[src/rtl/fm_pkg.sv]
// Shared types, flash layout constants and base-address helper for the
// neuron-parameter fetch sequencer.
package fm_pkg;

    typedef enum logic [1:0] {
        S_IDLE = 2'd0,
        S_WAIT = 2'd1,
        S_HOLD = 2'd2,
        S_DONE = 2'd3
    } fm_state_t;

    localparam logic [15:0] HID_REC_LEN    = 16'd37;
    localparam logic [15:0] OUT_REC_LEN    = 16'd3;
    localparam logic [15:0] OUT_BASE       = 16'd296;
    localparam logic [15:0] FM_TOTAL_WORDS = 16'd326;

    // Hidden records pack from address 0; output records follow them.
    function automatic logic [15:0] fm_base_addr(input logic layer, input logic [3:0] neuron);
        logic [15:0] n16;
        n16 = {12'd0, neuron};
        if (layer) begin
            fm_base_addr = OUT_BASE + n16 * OUT_REC_LEN;
        end else begin
            fm_base_addr = n16 * HID_REC_LEN;
        end
    endfunction

endpackage

[src/rtl/fm_fetch_wait_timer.sv]
// fm_wait_timer: loadable down-counter with zero flag that paces flash reads.
module fm_wait_timer #(
    parameter int unsigned W = 4
) (
    input  logic         clk,
    input  logic         rst,
    input  logic         load,
    input  logic [W-1:0] load_val,
    input  logic         en,
    output logic         zero
);

    logic [W-1:0] cnt_q;
    logic [W-1:0] cnt_d;

    // Load has priority; otherwise count down to zero and stick there.
    always_comb begin
        cnt_d = cnt_q;
        if (load) begin
            cnt_d = load_val;
        end else if (en && (cnt_q != '0)) begin
            cnt_d = cnt_q - {{(W-1){1'b0}}, 1'b1};
        end else begin
            cnt_d = cnt_q;
        end
    end

    // Counter register.
    always_ff @(posedge clk or posedge rst) begin
        if (rst) begin
            cnt_q <= '0;
        end else begin
            cnt_q <= cnt_d;
        end
    end

    assign zero = (cnt_q == '0);

endmodule

[src/rtl/fm_fetch_ctrl.sv]
// Neuron-record fetch sequencer: drives the flash address, waits READ_WAIT
// cycles per word and streams words on valid/ready. Option: FM_FETCH_CHECKSUM_EN.
module fm_fetch_ctrl
    import fm_pkg::*;
#(
    parameter int unsigned ADDR_W      = 16,
    parameter int unsigned READ_WAIT   = 2,
    parameter int unsigned HID_NEURONS = 8,
    parameter int unsigned HID_WORDS   = 36,
    parameter int unsigned OUT_NEURONS = 10,
    parameter int unsigned OUT_WORDS   = 2
) (
    input  logic              clk,
    input  logic              rst,
    input  logic              start,
    input  logic              layer,
    input  logic [3:0]        neuron,
    output logic [ADDR_W-1:0] fm_addr,
    input  logic [15:0]       fm_data,
    output logic              busy,
    output logic              word_valid,
    input  logic              word_ready,
    output logic [15:0]       word_data,
    output logic              word_is_bias,
    output logic [5:0]        word_idx,
    output logic              word_last,
    output logic              done,
    output logic              err,
    output logic [15:0]       checksum
);

    fm_state_t         state_q, state_d;
    logic [ADDR_W-1:0] fm_addr_q, fm_addr_d;
    logic [5:0]        word_idx_q, word_idx_d;
    logic [15:0]       word_data_q, word_data_d;
    logic              layer_q, layer_d;
    logic              err_q, err_d;
    logic              tmr_load_s;
    logic              tmr_zero_s;
    logic              neuron_ok_s;
    logic              accept_s;
    logic              handshake_s;
    logic [5:0]        last_idx_s;

    fm_wait_timer #(.W(4)) u_timer (
        .clk      (clk),
        .rst      (rst),
        .load     (tmr_load_s),
        .load_val (4'(READ_WAIT)),
        .en       (state_q == S_WAIT),
        .zero     (tmr_zero_s)
    );

    assign neuron_ok_s = layer ? ({28'd0, neuron} < OUT_NEURONS)
                               : ({28'd0, neuron} < HID_NEURONS);
    assign accept_s    = (state_q == S_IDLE) && start && neuron_ok_s;
    assign last_idx_s  = layer_q ? 6'(OUT_WORDS) : 6'(HID_WORDS);
    assign handshake_s = word_valid && word_ready;

    // Next-state and datapath register updates.
    always_comb begin
        state_d     = state_q;
        fm_addr_d   = fm_addr_q;
        word_idx_d  = word_idx_q;
        word_data_d = word_data_q;
        layer_d     = layer_q;
        err_d       = 1'b0;
        tmr_load_s  = 1'b0;
        case (state_q)
            S_IDLE: begin
                if (start && neuron_ok_s) begin
                    layer_d    = layer;
                    fm_addr_d  = ADDR_W'(fm_base_addr(layer, neuron));
                    word_idx_d = 6'd0;
                    tmr_load_s = 1'b1;
                    state_d    = S_WAIT;
                end else if (start) begin
                    err_d = 1'b1;
                end else begin
                    state_d = S_IDLE;
                end
            end
            S_WAIT: begin
                if (tmr_zero_s) begin
                    word_data_d = fm_data;
                    state_d     = S_HOLD;
                end else begin
                    state_d = S_WAIT;
                end
            end
            S_HOLD: begin
                if (handshake_s && word_last) begin
                    state_d = S_DONE;
                end else if (handshake_s) begin
                    fm_addr_d  = fm_addr_q + {{(ADDR_W-1){1'b0}}, 1'b1};
                    word_idx_d = word_idx_q + 6'd1;
                    tmr_load_s = 1'b1;
                    state_d    = S_WAIT;
                end else begin
                    state_d = S_HOLD;
                end
            end
            S_DONE: begin
                state_d = S_IDLE;
            end
            default: begin
                state_d = S_IDLE;
            end
        endcase
    end

    // State and datapath registers.
    always_ff @(posedge clk or posedge rst) begin
        if (rst) begin
            state_q     <= S_IDLE;
            fm_addr_q   <= '0;
            word_idx_q  <= 6'd0;
            word_data_q <= 16'd0;
            layer_q     <= 1'b0;
            err_q       <= 1'b0;
        end else begin
            state_q     <= state_d;
            fm_addr_q   <= fm_addr_d;
            word_idx_q  <= word_idx_d;
            word_data_q <= word_data_d;
            layer_q     <= layer_d;
            err_q       <= err_d;
        end
    end

`ifdef FM_FETCH_CHECKSUM_EN
    logic [15:0] checksum_q, checksum_d;

    // Running sum restarts with each accepted request.
    always_comb begin
        checksum_d = checksum_q;
        if (accept_s) begin
            checksum_d = 16'd0;
        end else if (handshake_s) begin
            checksum_d = checksum_q + word_data_q;
        end else begin
            checksum_d = checksum_q;
        end
    end

    // Checksum register.
    always_ff @(posedge clk or posedge rst) begin
        if (rst) begin
            checksum_q <= 16'd0;
        end else begin
            checksum_q <= checksum_d;
        end
    end

    assign checksum = checksum_q;
`else
    assign checksum = 16'd0;
`endif

    assign fm_addr      = fm_addr_q;
    assign word_idx     = word_idx_q;
    assign word_data    = word_data_q;
    assign busy         = (state_q != S_IDLE);
    assign word_valid   = (state_q == S_HOLD);
    assign done         = (state_q == S_DONE);
    assign err          = err_q;
    // Tags are qualified by valid so they read 0 outside a presented word.
    assign word_is_bias = word_valid && (word_idx_q == 6'd0);
    assign word_last    = word_valid && (word_idx_q == last_idx_s);

endmodule

[config.mk]
export PLATFORM = sky130hd
export DESIGN_NAME = fm_fetch_ctrl
export DESIGN_NICKNAME = d
export VERILOG_FILES = /design/src/rtl/fm_pkg.sv /design/src/rtl/fm_fetch_wait_timer.sv /design/src/rtl/fm_fetch_ctrl.sv
export SDC_FILE = /design/constraint.sdc
export NUM_CORES = 1
export LEC_CHECK = 0
export ABC_CLOCK_PERIOD_IN_PS = 4900
export CAP_MARGIN = 20
export CORE_AREA = 8 8 84 86
export DETAILED_ROUTE_END_ITERATION = 16
export DIE_AREA = 0 0 92 94
export PLACE_DENSITY = 0.86
export REMOVE_ABC_BUFFERS = 1
export SLEW_MARGIN = 20
export SYNTH_ARGS = -nofsm -noshare
export SYNTH_HDL_FRONTEND = slang
export SYNTH_SLANG_ARGS = --single-unit
[constraint.sdc]
create_clock -name clk -period 4.9 [get_ports clk]
set_clock_uncertainty 0.1 [all_clocks]
set_input_delay 0.49 -clock clk [delete_from_list [all_inputs] [get_ports clk]]
set_output_delay 0.49 -clock clk [all_outputs]
set_load 0.005 [all_outputs]
======== Word level (Yosys, flattened, before mapping) ========
Cells that the tools add are included.
cells by class
  add/sub/neg operators ................... 4
  $mul .................................... 2
  magnitude comparators ................... 2
  equality and inequality tests ........... 8
  mux-type cells .......................... 26
  reduce and logical (&&, ||, !) cells .... 16
operators by type and width
  cell                                                    number
  two-way mux 16 bit                                      3
  case mux 16 bit (2 select lines)                        1
  two-way mux 6 bit                                       4
  adder 16 x 1 -> 16 bit (second input constant)          1
  case mux 6 bit (2 select lines)                         1
  adder 9 x 6 -> 10 bit (first input constant)            1
  multiplier 4 x 6 -> 10 bit (second input constant)      1
  two-way mux 10 bit                                      1
  two-way mux 2 bit                                       5
  less-than comparator 4 bit (second input constant)      2
  two-way mux 4 bit                                       2
  case mux 2 bit (4 select lines)                         1
  two-way mux 1 bit                                       7
  adder 6 x 1 -> 6 bit (second input constant)            1
  equality test 6 bit                                     1
  logical AND 1 bit                                       6
  logical NOT 6 bit                                       1
  multiplier 4 x 2 -> 6 bit (second input constant)       1
  nonzero test 2 bit                                      3
  equality test 2 bit (second input constant)             2
  logical NOT 4 bit                                       1
  inequality test 2 x 1 -> 1 bit (second input constant)  2
  AND reduction 2 bit                                     2
  AND reduction 4 bit                                     1
  other kinds (7)                                         7
word-level totals
  register bits ........................... 46
  input port bits ......................... 25
  output and inout bits ................... 60
  logic and storage cells ................. 65

======== Longest topological paths before layout ========
  depth in word-level cells ............... 7
  depth in mapped cells ................... 10
  mapped depth without buffers ............ 10

======== By module ========
A second synthesis with hierarchy kept.
unflattened totals
  cells, all modules ...................... 304
  area, all modules ....................... 2976.6 µm²
by module, submodules not included
  module         times used  cells each  area an instance (µm²)  sequential area each (µm²)
  fm_fetch_ctrl  1           276         2715.1                  1051.0
  fm_wait_timer  1           28          261.5                   100.1

======== Worst setup path before layout ========
No wires, ideal clock.
  kind .................................... input to register
  from .................................... input port neuron[1]
  to ...................................... register fm_addr_q[7] (netlist: fm_addr[7])
  library setup time ...................... 0.121 ns
  arrival ................................. 1.943 ns
  data required time ...................... 4.679 ns
  setup slack ............................. 2.736 ns
  stages .................................. 8
  path buffers ............................ 0
  cell sequence ........................... ha_1 > ha_1 > ha_1 > a21o_1 > a21o_1 > xnor2_1 > o31ai_1 > a22o_1
between the ends
  word-level cells in the longest chain between the ends .. 5
  elaborated cells on any way between the ends .. 12
  those cells by class .................... add/sub (1); mul (2); order compare (2); eq/ne (1); mux (4); reduce/logical (2)
ends and longest elaborated chain
  item                                                                            RTL line                           text
  start: declaration                                                              fm_fetch_ctrl.sv:17                input logic [3:0] neuron,
  multiplier 4 x 2 -> 6 bit (tied with other cells)                               fm_pkg.sv:22                       fm_base_addr = OUT_BASE + n16 * OUT_REC_LEN;
  adder 9 x 6 -> 10 bit / two-way mux 1 bit (equally long branches)               fm_pkg.sv:22, fm_fetch_ctrl.sv:54
  two-way mux 10 bit / logical AND 1 bit (equally long branches)                  fm_pkg.sv:21, fm_fetch_ctrl.sv:71
  two-way mux 16 bit / inequality test 2 x 1 -> 1 bit (equally long branches)     n/a
  case mux 16 bit (2 select lines) / AND reduction 4 bit (equally long branches)  n/a
  end signal: assignment                                                          fm_fetch_ctrl.sv:123               fm_addr_q <= fm_addr_d;
  end: declaration                                                                fm_fetch_ctrl.sv:33                logic [ADDR_W-1:0] fm_addr_q, fm_addr_d;
Several ways; a longest one is shown, not always the timed one. The select of a mux whose other input is x is not followed.
A chain may end at the register's enable or synchronous reset.

======== Worst setup path in the final report ========
  from .................................... input port neuron[2]
  to ...................................... register fm_addr_q[7] (netlist: fm_addr[7])
Same word-level chain as after synthesis.

==> flow_metrics.tcl <==
set metrics [dict create \
    run_status "finished clean" \
    regToRegEndpoint "fm_addr[7]" \
    setup_viol_count_final 0 \
    grt.overflow.total 0 \
    synth.mux.area_fraction_pct 8.61 \
    clk-insertion-delay-late_ns 0.30 \
    timing.setup.critical_path_class "input port to flop" \
    final.setup.tns_ns 0 \
    finalHoldViolCount 0 \
    category_of_the_worst_setup_path_capture_point "flop" \
    max_slew.worst_pin.slew_ns 0.936 \
    timing.max_cap.violations 0 \
    rr_worst_depth 6 \
    number_of_buffers_inserted_by_hold_repair_at_cts 0 \
    wl_met3_um 466 \
    ys_async_sr_fraction_pct 100 \
    crit_start "neuron[2]" \
    route.detailed.drc 0 \
    pwr_density_cell_nw_per_um2 466 \
    sequentialPowerShare_pct 37.8 \
    setup_repair_after_global_routing_missed_its_margin "false" \
    numCtsBuffers 5 \
    grt_pass1_wl_um 11500 \
    clk_sink_count 46 \
    yosys.area_share.adder_pct 10.1 \
    nNetsFinal 394 \
    first_global_vias 2363 \
    most_area_consuming_cells_after_synthesis "dfrtp_1 41%, ha_1 9.4%, mux2_2 6.8%" \
    synthesis.yosys.warnings 0 \
    coreArea_sq_um 5750 \
    syn-instance-count 281 \
    post_cts_sizing 0 \
    sw_frac_of_total_pct 32.5 \
    ant_nets 0 \
    cts_setup_buffers 0 \
    timing.final.max_slew_violations 0 \
    pin_count_of_the_biggest_net_entering_global_routing 47 \
    clock_tree.htree_level_count 2 \
    setup_ws_ns 1.91 \
    internal_power_component_uw 1140 \
    num_vias 2303 \
    timing.critical_path.from_type "input port" \
    die_h_um 94 \
    clockRootBuffer "clkbuf_8" \
    min_from "word_data[14]" \
    design.die.area_sq_um 8650 \
    post_drt_wl_per_cell_um 16.4 \
    xor_and_xnor_area_share_after_synthesis_pct 4.06 \
    fillerInstances 467 \
    timing.hold.worst.class "flop to flop" \
    synth-compound-area-share_pct 13.2 \
    route.layer.met1.wl_um 2960 \
    routed.top_layer "met4" \
    drt_iter0_markers 90 \
    dieWidth_um 92 \
    synthesis.area_sq_um 2800 \
    area_growth_pct 28.8 \
    power_frac_clock_pct 19.9 \
    clock.fmax_mhz 335 \
    design.portCount 85 \
    routabilityCongestion 0.867 \
    post_synthesis_sequential_area_ratio_pct 41.1 \
    netlist.top_cell.by_area "dfrtp_1" \
    vdd.ir_drop.worst_v 0.000302 \
    total_leakage_power_uw 0.00162 \
    final_layout_size_suffix_gt1_share_pct 9.20 \
    hold_path_end "word_data[14]" \
    final.min_clock_period_ns 2.99 \
    clkSlewWorstSetupHoldPaths_ns 0.08 \
    synth-main-ff-cell "dfrtp_1" \
    yosys.cell_count.top_type "dfrtp_1" \
    placementRows 28 \
    synth-edff-count 0 \
    cp_data_required_time_ns 5.00 \
    synth_largest_type_area_fraction_pct 41.1 \
    net-switching-power_uw 546 \
    globalRouteTotalUtil_pct 16.3 \
    met2WireLength_um 3430 \
    drt-pass1-iter-count 4 \
    hold_depth 1 \
    initial_core_util_pct 48.8 \
    synth_top_family_by_area "simple AND/OR/NAND/NOR gates" \
    min_period_over_period_pct 61.0 \
    routed_wirelength_um 6930 \
    number_of_synthesized_register_bits 46 \
    comb_power_share_pct 42.3 \
    diodes 0 \
    place_worst_setup_slack_ns 1.62 \
    synth_commonest_cells "46 x dfrtp_1, 22 x nor2_1, 21 x ha_1" \
    cts_tree "yes" \
    synthSimpleGateAreaFrac_pct 15.2 \
    antenna_found_initial 0 \
    crit_fanout 15 \
    r2r-start "state_q[0]" \
    worst_slew_margin_rel_pct 37.5 \
    io_buffers 68 \
    cp.arrival_ns 3.09 \
    reg2reg_setup_slack_ns 2.29 \
    syn_avg_cell_area_sq_um 9.98 \
    netlist-cell-type-count 49 \
    clock_tree.buffer_depth 2 \
    via_per_inst 5.44 \
    place_hpwl_um 5180 \
]
## cell type report
| type | instances | area, sq um | area share, % |
|---|---|---|---|
| Clock inverter | 3 | 68.8 | 1.91 |
| Tap cell | 75 | 93.8 | 2.60 |
| Clock buffer | 5 | 68.8 | 1.91 |
| Sequential cell | 46 | 1150 | 31.9 |
| Inverter | 15 | 56.3 | 1.56 |
| Multi-Input combinational cell | 211 | 1490 | 41.3 |
| Timing Repair Buffer | 68 | 681 | 18.8 |
## per-layer routing
layer,global-route usage (%),vias up
li1,-,1094
met1,19.9,1121
met2,27.4,79
met3,4.64,9
met4,4.30,0
met5,0,-
## logic make-up after synthesis
| logic type | Yosys count |
|---|---|
| and+or+nand+nor | 82 |
| AOI/OAI and AO/OA | 56 |
| DFF | 46 |
| buffers and inverters | 39 |
| adders and majority gates | 22 |
| muxes | 22 |
| xor gates and xnor gates | 13 |
| other | 1 |
## worst max-delay path: stages
cell and delay (ns):
clkdlybuf4s50_1 0.64, inv_1 0.14, ha_1 0.23, a21o_1 0.22, a211oi_4 0.64, a21o_1 0.37, o21ai_0 0.15, a22o_1 0.20
## state kept, by name (all words and copies together), names as in the netlist
signal and cells:
fm_addr 16, word_data 16, word_idx 6, u_timer.cnt_q 4, state_q 2, err 1, layer_q 1
## per-stage QoR
stage / instance area (sq um) / hold slack (ns) / std cells / utilization [%] / total power (uW)
floorplan: 2700 / 0.396 / 272 / - / 979
global placement: 3470 / 0.386 / 415 / 60.5 / 1320
detailed placement: 3470 / 0.394 / 415 / 60.5 / 1350
CTS: 3610 / 0.413 / 423 / 62.9 / 1700
global route: 3610 / 0.423 / 423 / 62.9 / 1800
finish: 3610 / 0.408 / 423 / 62.9 / 1680
## layout by cell type (no fill, tap or decap), types with 4 or more instances in the layout
master	Yosys	routed
a21o_1	4	4
a21oi_1	18	18
and3_1	5	5
clkbuf_8	0	5
clkdlybuf4s50_1	0	68
conb_1	1	16
dfrtp_1	46	46
ha_1	21	21
inv_1	14	13
mux2_2	17	17
mux2i_1	5	5
nand2_1	15	15
nand3_1	9	9
nand4_1	7	7
nor2_1	22	22
o21ai_0	11	11
xnor2_1	4	4
xor2_1	9	9
## worst max path at each step
stage               slack, ns  cells after the start         end
finish                   1.91                      8  fm_addr[7]
global route             1.69                      8  fm_addr[7]
CTS                      1.93                      8  fm_addr[7]
detailed placement       1.62                      8  fm_addr[7]
global placement         1.70                      8  fm_addr[7]
floorplan                2.71                      7  fm_addr[7]
## power groups by stage
stage,Clock (uW),Sequential [uW],Combinational (uW)
floorplan,0,626,353
global placement,0,631,692
detailed placement,0,641,713
CTS,343,634,723
global route,355,654,793
finish,335,636,711
Power figures use the tool's default switching activity.
